**src/rtl/uart_rx.sv**
```systemverilog
// 8N1 UART receiver with 2-flop rx synchroniser and 16x oversampling tick; UART_RX_MAJORITY_EN selects 3-sample majority voting.
// rx_done_tick/dout/frame_err are registered one clk after the stop-sample tick; there is no backpressure, so the consumer must capture on the strobe.
module uart_rx #(
  parameter int DBIT    = 8,
  parameter int SB_TICK = 16,
  parameter int DVSR_W  = 21
) (
  input  logic              clk,
  input  logic              rst_n,
  input  logic              rx,
  input  logic [DVSR_W-1:0] dvsr,
  output logic [DBIT-1:0]   dout,
  output logic              rx_done_tick,
  output logic              frame_err,
  output logic              busy
);

  localparam int NW = (DBIT > 1) ? $clog2(DBIT) : 1;

  typedef enum logic [1:0] {IDLE, START, DATA, STOP} state_t;

  state_t            state_r, state_nxt;
  logic [3:0]        s_r, s_nxt;
  logic [NW-1:0]     n_r, n_nxt;
  logic [DBIT-1:0]   b_r, b_nxt;
  logic [DBIT-1:0]   dout_nxt;
  logic              ferr_nxt;
  logic              done_nxt;

  logic              rx_m, rx_s;
  logic [DVSR_W-1:0] tcnt;
  logic              tick;
  logic              bit_val;

  always_ff @(posedge clk) begin
    if (!rst_n) begin
      rx_m <= 1'b1;
      rx_s <= 1'b1;
    end else begin
      rx_m <= rx;
      rx_s <= rx_m;
    end
  end

  // >= so that lowering dvsr below the running count ticks on the next cycle
  assign tick = (tcnt >= dvsr);

  always_ff @(posedge clk) begin
    if (!rst_n)    tcnt <= '0;
    else if (tick) tcnt <= '0;
    else           tcnt <= tcnt + 1'b1;
  end

`ifdef UART_RX_MAJORITY_EN
  // samples from the two ticks preceding the current one; voted with rx_s
  logic [1:0] smp;

  always_ff @(posedge clk) begin
    if (!rst_n)    smp <= 2'b11;
    else if (tick) smp <= {smp[0], rx_s};
  end

  assign bit_val = (smp[1] & smp[0]) | (smp[1] & rx_s) | (smp[0] & rx_s);
`else
  assign bit_val = rx_s;
`endif

  always_ff @(posedge clk) begin
    if (!rst_n) begin
      state_r      <= IDLE;
      s_r          <= '0;
      n_r          <= '0;
      b_r          <= '0;
      dout         <= '0;
      frame_err    <= 1'b0;
      rx_done_tick <= 1'b0;
      busy         <= 1'b0;
    end else begin
      state_r      <= state_nxt;
      s_r          <= s_nxt;
      n_r          <= n_nxt;
      b_r          <= b_nxt;
      dout         <= dout_nxt;
      frame_err    <= ferr_nxt;
      rx_done_tick <= done_nxt;
      busy         <= (state_nxt != IDLE);
    end
  end

  always_comb begin
    state_nxt = state_r;
    s_nxt     = s_r;
    n_nxt     = n_r;
    b_nxt     = b_r;
    dout_nxt  = dout;
    ferr_nxt  = frame_err;
    done_nxt  = 1'b0;
    case (state_r)
      IDLE: begin
        if (!rx_s) begin
          state_nxt = START;
          s_nxt     = '0;
        end
      end
      START: begin
        if (tick) begin
          if (s_r == 4'd7) begin
            s_nxt = '0;
            n_nxt = '0;
            // a high mid-start sample is a line glitch, not a frame
            state_nxt = bit_val ? IDLE : DATA;
          end else begin
            s_nxt = s_r + 4'd1;
          end
        end
      end
      DATA: begin
        if (tick) begin
          if (s_r == 4'd15) begin
            s_nxt = '0;
            b_nxt = {bit_val, b_r[DBIT-1:1]};
            if (n_r == NW'(DBIT-1)) state_nxt = STOP;
            else                    n_nxt     = n_r + 1'b1;
          end else begin
            s_nxt = s_r + 4'd1;
          end
        end
      end
      STOP: begin
        if (tick) begin
          if (s_r == 4'(SB_TICK-1)) begin
            dout_nxt  = b_r;
            ferr_nxt  = ~bit_val;
            done_nxt  = 1'b1;
            state_nxt = IDLE;
          end else begin
            s_nxt = s_r + 4'd1;
          end
        end
      end
      default: state_nxt = IDLE;
    endcase
  end

endmodule

```
**config.mk**
```make
export PLATFORM = sky130hd
export DESIGN_NAME = uart_rx
export DESIGN_NICKNAME = d
export VERILOG_FILES = /design/src/rtl/uart_rx.sv
export SDC_FILE = /design/constraint.sdc
export NUM_CORES = 1
export LEC_CHECK = 0
export ABC_CLOCK_PERIOD_IN_PS = 3000
export BUFFER_PORTS_ARGS = -buffer_cell sky130_fd_sc_hd__buf_4
export CAP_MARGIN = 40
export CORE_MARGIN = 1.5
export CORE_UTILIZATION = 57
export DETAILED_ROUTE_END_ITERATION = 8
export PLACE_DENSITY = 0.83
export REMOVE_ABC_BUFFERS = 1
export SKIP_LAST_GASP = 1
export SLEW_MARGIN = 15
export SYNTH_ARGS = -nofsm -noshare
export SYNTH_HDL_FRONTEND = slang
export SYNTH_SLANG_ARGS = --single-unit
```
**constraint.sdc**
```tcl
create_clock -name clk -period 3 [get_ports clk]
set_input_delay 0.45 -clock clk [delete_from_list [all_inputs] [get_ports clk]]
set_output_delay 0.45 -clock clk [all_outputs]
set_load 0.01 [all_outputs]
```
Yosys cells after proc, flatten, opt, wreduce, memory -nomap -nowiden. Index checks and enable logic that the tools add are counted.

Input port bits: 24. Logic and storage cells: 65. Output and inout bits: 11. Flip-flop bits (word level): 51.

$lt $le $gt $ge: 1. Multiplexer cells: 25. Reduce and logical (&&, ||, !) cells: 9. Bitwise operators: 2. Equality and inequality tests: 14. Add/sub/neg operators: 3.

Operators with widths (number): $mux W4 (7); $add A21 B1 Y21 const B (1); $ge A21 B21 Y1 (1); $mux W2 (9); $ne A2 B2 Y1 const B (8); $pmux W4 S4 (1); $mux W3 (5); $reduce_and A3 Y1 (3); $pmux W2 S4 (1); $pmux W3 S2 (1); $reduce_and A6 Y1 (1); $reduce_and A5 Y1 (1); $add A4 B1 Y4 const B (1); $eq A2 B2 Y1 const B (2); $eq A4 B3 Y1 const B (1); $eq A4 B4 Y1 const B (1); $reduce_bool A2 Y1 (2); $add A3 B1 Y3 const B (1); $eq A3 B3 Y1 const B (1); $eq A2 B1 Y1 const B (1); $logic_not A2 Y1 (1); $not A1 Y1 (2); $reduce_or A2 Y1 (1); $mux W1 (1).

Longest topological paths before layout.
Depth in word-level cells: 6. Depth in mapped cells: 11. Gate-level depth less buffers: 9.

Worst setup path after synthesis. Ideal clock, no wire load.

Kind: input-to-reg. Start point: input dvsr[19]. End point: register b_r[0]. Path slack: 0.277 ns. Cell stages on the path: 9. Arrival: 2.596 ns. Data required time: 2.872 ns. Library setup time: 0.128 ns. Path buffers: 1. Cell sequence: inv_1 > ha_1 > nand4_1 > or4_4 > o211a_1 > buf_6 > nor4_4 > mux2i_1 > nor2_1.

Longest elaborated chain between the ends: 2.

RTL lines: start, declared (RTL line 11) `input logic [DVSR_W-1:0] dvsr,`; $ge A21 B21 Y1 (RTL line 46) `assign tick = (tcnt >= dvsr);`; $reduce_and A3 Y1 (no source line); end signal, assigned (RTL line 82) `b_r <= b_nxt;`; end, declared (RTL line 25) `logic [DBIT-1:0] b_r, b_nxt;`.

No other way between the ends. A chain may end at the register's enable or synchronous reset.

Worst setup path in the final report.
Start point: register tcnt[19]. End point: register dout[7].

Longest elaborated chain between the ends: 2.

RTL lines: start, declared (RTL line 31) `logic [DVSR_W-1:0] tcnt;`; start signal, assigned (RTL line 51) `else tcnt <= tcnt + 1'b1;`; $ge A21 B21 Y1 (RTL line 46); $reduce_and A3 Y1 (no source line); end signal, assigned (RTL line 83) `dout <= dout_nxt;`; end, declared (RTL line 12) `output logic [DBIT-1:0] dout,`.

No other way between the ends.

==> impl_metrics.env <==
export IMPL_drv_slew=0
export IMPL_required_ps=3200
export IMPL_swShare=0.231
export IMPL_antenna_left=0
export IMPL_vias=2205
export IMPL_cts_tree="built"
export IMPL_min_period_over_period=0.922
export IMPL_wire_per_inst_um=13.1
export IMPL_grt_usage=0.220
export IMPL_grt_start_max_net_pins=25
export IMPL_rsz0062_at_grt="false"
export IMPL_syn_inst=311
export IMPL_drv_cap=0
export IMPL_regToRegSetupSlack_ps=230
export IMPL_critPathBufInv=1
export IMPL_syn_avg_cell_area_um2=8.53
export IMPL_nFillCells=361
export IMPL_pin_count=35
export IMPL_post_dp_hpwl_mm=3.87
export IMPL_cp_slowest_cell="or4_4"
export IMPL_cts_inserted_buffers=5
export IMPL_finalHoldViolCount=0
export IMPL_n_antenna_cell=0
export IMPL_netlist_area_um2=2650
export IMPL_p_leak_nw=1.33
export IMPL_slowest_delay_ps=570
export IMPL_min_path_cells=2
export IMPL_timing_rr_end="dout[7]"
export IMPL_htree_levels=2
export IMPL_ys_ff_latch=51
export IMPL_ir_worst_vdd_mv=0.364
export IMPL_clkPwrFrac=0.387
export IMPL_clockRootBuffer="clkbuf_8"
export IMPL_hold_buffers=0
export IMPL_wirelength_mm=5.30
export IMPL_fin_worst_skew_ps=11.5
export IMPL_combPwrFrac=0.069
export IMPL_tightest_slew_ps=529
export IMPL_clkLatencyLatePin_ps=310
export IMPL_cts_sinks=51
export IMPL_startpoint_type="flip-flop"
export IMPL_worstPathMaxFanout=9
export IMPL_min_to="rx_m"
export IMPL_final_min_clock_period_ps=2770
export IMPL_gr_total_overflow=0
export IMPL_min_from="rx"
export IMPL_r2r_cells=8
export IMPL_grt_pass1_wl_mm=8.89
export IMPL_drive_gt1_frac=0.156
export IMPL_register_area_um2=1020
export IMPL_p_sw_w=0.000295
export IMPL_drc=0
export IMPL_synth_warning_count=0
export IMPL_power_total_w=0.00127
export IMPL_io_buffer_count=34
export IMPL_cellPowerDensity_nw_per_um2=408
export IMPL_start_util=0.601
export IMPL_clockBufferDepth=2
export IMPL_worstPathArrival_ps=2970
export IMPL_cts_resized=0
export IMPL_worstPathCellList="ha_1 > nand4_1 > or4_4 > o211a_1 > nor3_1 > buf_4 > mux2i_1 > nor2_1"
export IMPL_cts_setup_buffers=0
export IMPL_status="finished, final reports clean"
export IMPL_grt_pass1_vias=2074
export IMPL_slew_limit_headroom=0.646
export IMPL_r2r_start="tcnt[19]"
export IMPL_hold_class="in -> reg"
export IMPL_yosysSeqAreaShare=0.385
export IMPL_clkTransAtPathRegs_ps=100
export IMPL_yosysUniqueCellTypes=38
export IMPL_fmax_mhz=361
export IMPL_multiInputGateArea_um2=1480
export IMPL_cp_top_family="simple AND/OR/NAND/NOR gates"
export IMPL_antenna_found_initial=0
export IMPL_p_int_w=0.000979
export IMPL_die_height_um=71.2
export IMPL_routabilityCongestion=0.775
export IMPL_die_x_um=71.2
export IMPL_num_nets_final=400
export IMPL_vias_per_cell=5.46
export IMPL_drtIter0Drc=101
export IMPL_core_area_um2=4410
export IMPL_rows=24
export IMPL_syn_to_final_growth_pct=17.6
export IMPL_p_seq_frac=0.544
export IMPL_finalSetupViolCount=0
export IMPL_critPathKind="reg -> reg"
export IMPL_postLayoutCoreUtil=0.707
export IMPL_cp_end_kind="flip-flop"
export IMPL_drtPass1Iterations=4
export IMPL_die_area_um2=5070
## through the flow
stage	hold slack [ps]	setup TNS, ps	area, um^2	worst slack, ps	cells
finish	331	0	3120	233	404
global route	335	0	3120	40.8	404
CTS	327	0	3120	240	404
detailed placement	415	0	3010	53.3	396
global placement	390	0	3010	169	396
floorplan	386	-2940	2610	-386	301
## layout make-up
type / count / share of cell area
repair buffers: 43 / 0.107
flip-flops and latches: 51 / 0.327
clock buffers: 5 / 0.0221
multi-input cells: 221 / 0.473
inverters: 29 / 0.0349
clock inverters: 3 / 0.0148
well taps: 52 / 0.0209
## Yosys cell counts (all sizes together)
cell / instances / area [um^2]
a31o: 1 / 8.76
xnor2: 5 / 43.8
or4: 1 / 11.3
nand2b: 4 / 25.0
a31oi: 1 / 6.26
o21ai: 11 / 55.1
nand3: 13 / 65.1
nand2: 23 / 86.3
nor3b: 1 / 7.51
o31ai: 1 / 7.51
nand4: 11 / 68.8
ha: 25 / 313
xor2: 12 / 105
clkbuf: 7 / 26.3
o32a: 1 / 10.0
o211a: 1 / 10.0
or3: 3 / 18.8
nor2b: 2 / 12.5
a21boi: 1 / 7.51
o2111ai: 1 / 8.76
and4: 1 / 8.76
o211ai: 2 / 15.0
a311oi: 2 / 17.5
a221oi: 2 / 17.5
buf: 3 / 22.5
a21oi: 11 / 55.1
and3: 3 / 18.8
or2: 1 / 6.26
nor2: 52 / 195
mux2i: 20 / 200
inv: 29 / 109
nor4: 3 / 33.8
nor3: 5 / 25.0
dfxtp: 51 / 1020
o41a: 1 / 11.3
## registers in the layout, summed over array words and instances (netlist names)
signal / count
dout: 8
busy: 1
rx_m: 1
tcnt: 21
bit_val: 1
b_r: 8
s_r: 4
rx_done_tick: 1
n_r: 3
frame_err: 1
state_r: 2
## placed cells by master (no fill, tap or decap), drive strengths merged, types with 2 or more instances in the layout
| master | synthesis | final |
|---|---|---|
| nor2 | 52 | 52 |
| dfxtp | 51 | 51 |
| buf | 3 | 43 |
| inv | 29 | 30 |
| ha | 25 | 25 |
| nand2 | 23 | 23 |
| mux2i | 20 | 20 |
| nand3 | 13 | 13 |
| xor2 | 12 | 12 |
| nand4 | 11 | 11 |
| o21ai | 11 | 11 |
| a21oi | 11 | 11 |
| nor3 | 5 | 5 |
| xnor2 | 5 | 5 |
| clkbuf | 7 | 5 |
| nand2b | 4 | 4 |
| or3 | 3 | 3 |
| and3 | 3 | 3 |
| nor4 | 3 | 3 |
| nor2b | 2 | 2 |
| a311oi | 2 | 2 |
| a221oi | 2 | 2 |
| o211ai | 2 | 2 |
## power groups by stage
stage	registers, W	clock network (W)	logic (W)
after floorplan	0.000706	0	0.0000442
after global placement	0.000708	0	0.0000847
after detailed placement	0.000708	0	0.0000875
after CTS	0.000692	0.000501	0.0000890
after global routing	0.000693	0.000524	0.0000999
final	0.000692	0.000493	0.0000883
## logic make-up (layout without fill, tap and decap cells)
kind of cell	count (synthesis)	count (layout)	synth area share
mux	20	20	0.0754
buf+inv	39	80	0.0594
xor+xnor	17	17	0.0561
fa+ha+maj	25	25	0.118
compound gates	36	36	0.0868
flops	51	51	0.385
simple gates	123	123	0.220
## worst max-delay path by stage
stage,startpoint,end,cells past startpoint
4_1_cts,tcnt[19],dout[7],8
3_5_place_dp,dvsr[19],dout[7],10
5_1_grt,tcnt[19],dout[0],8
3_3_place_gp,dvsr[19],dout[2],10
6_report,tcnt[19],dout[7],8
2_1_floorplan,dvsr[19],busy,8
## metal layers
metal	wire length, um	vias up	global-route usage
li1	-	1138	-
met1	2400	1020	0.253
met2	2610	38	0.389
met3	180	9	0.0464
met4	113	0	0.103
met5	0	-	0
## worst register-to-register path: cells and delay by family (launching register included)
kind | cells | cell delay [ps]
AO/OA/AOI/OAI | 1 | 360
adder cells (fa/ha/maj) | 1 | 350
buffers and inverters | 1 | 250
flip-flops | 1 | 350
multiplexers | 1 | 220
AND/OR/NAND/NOR | 4 | 1140
No activity file was read; power rests on OpenSTA's default activity.
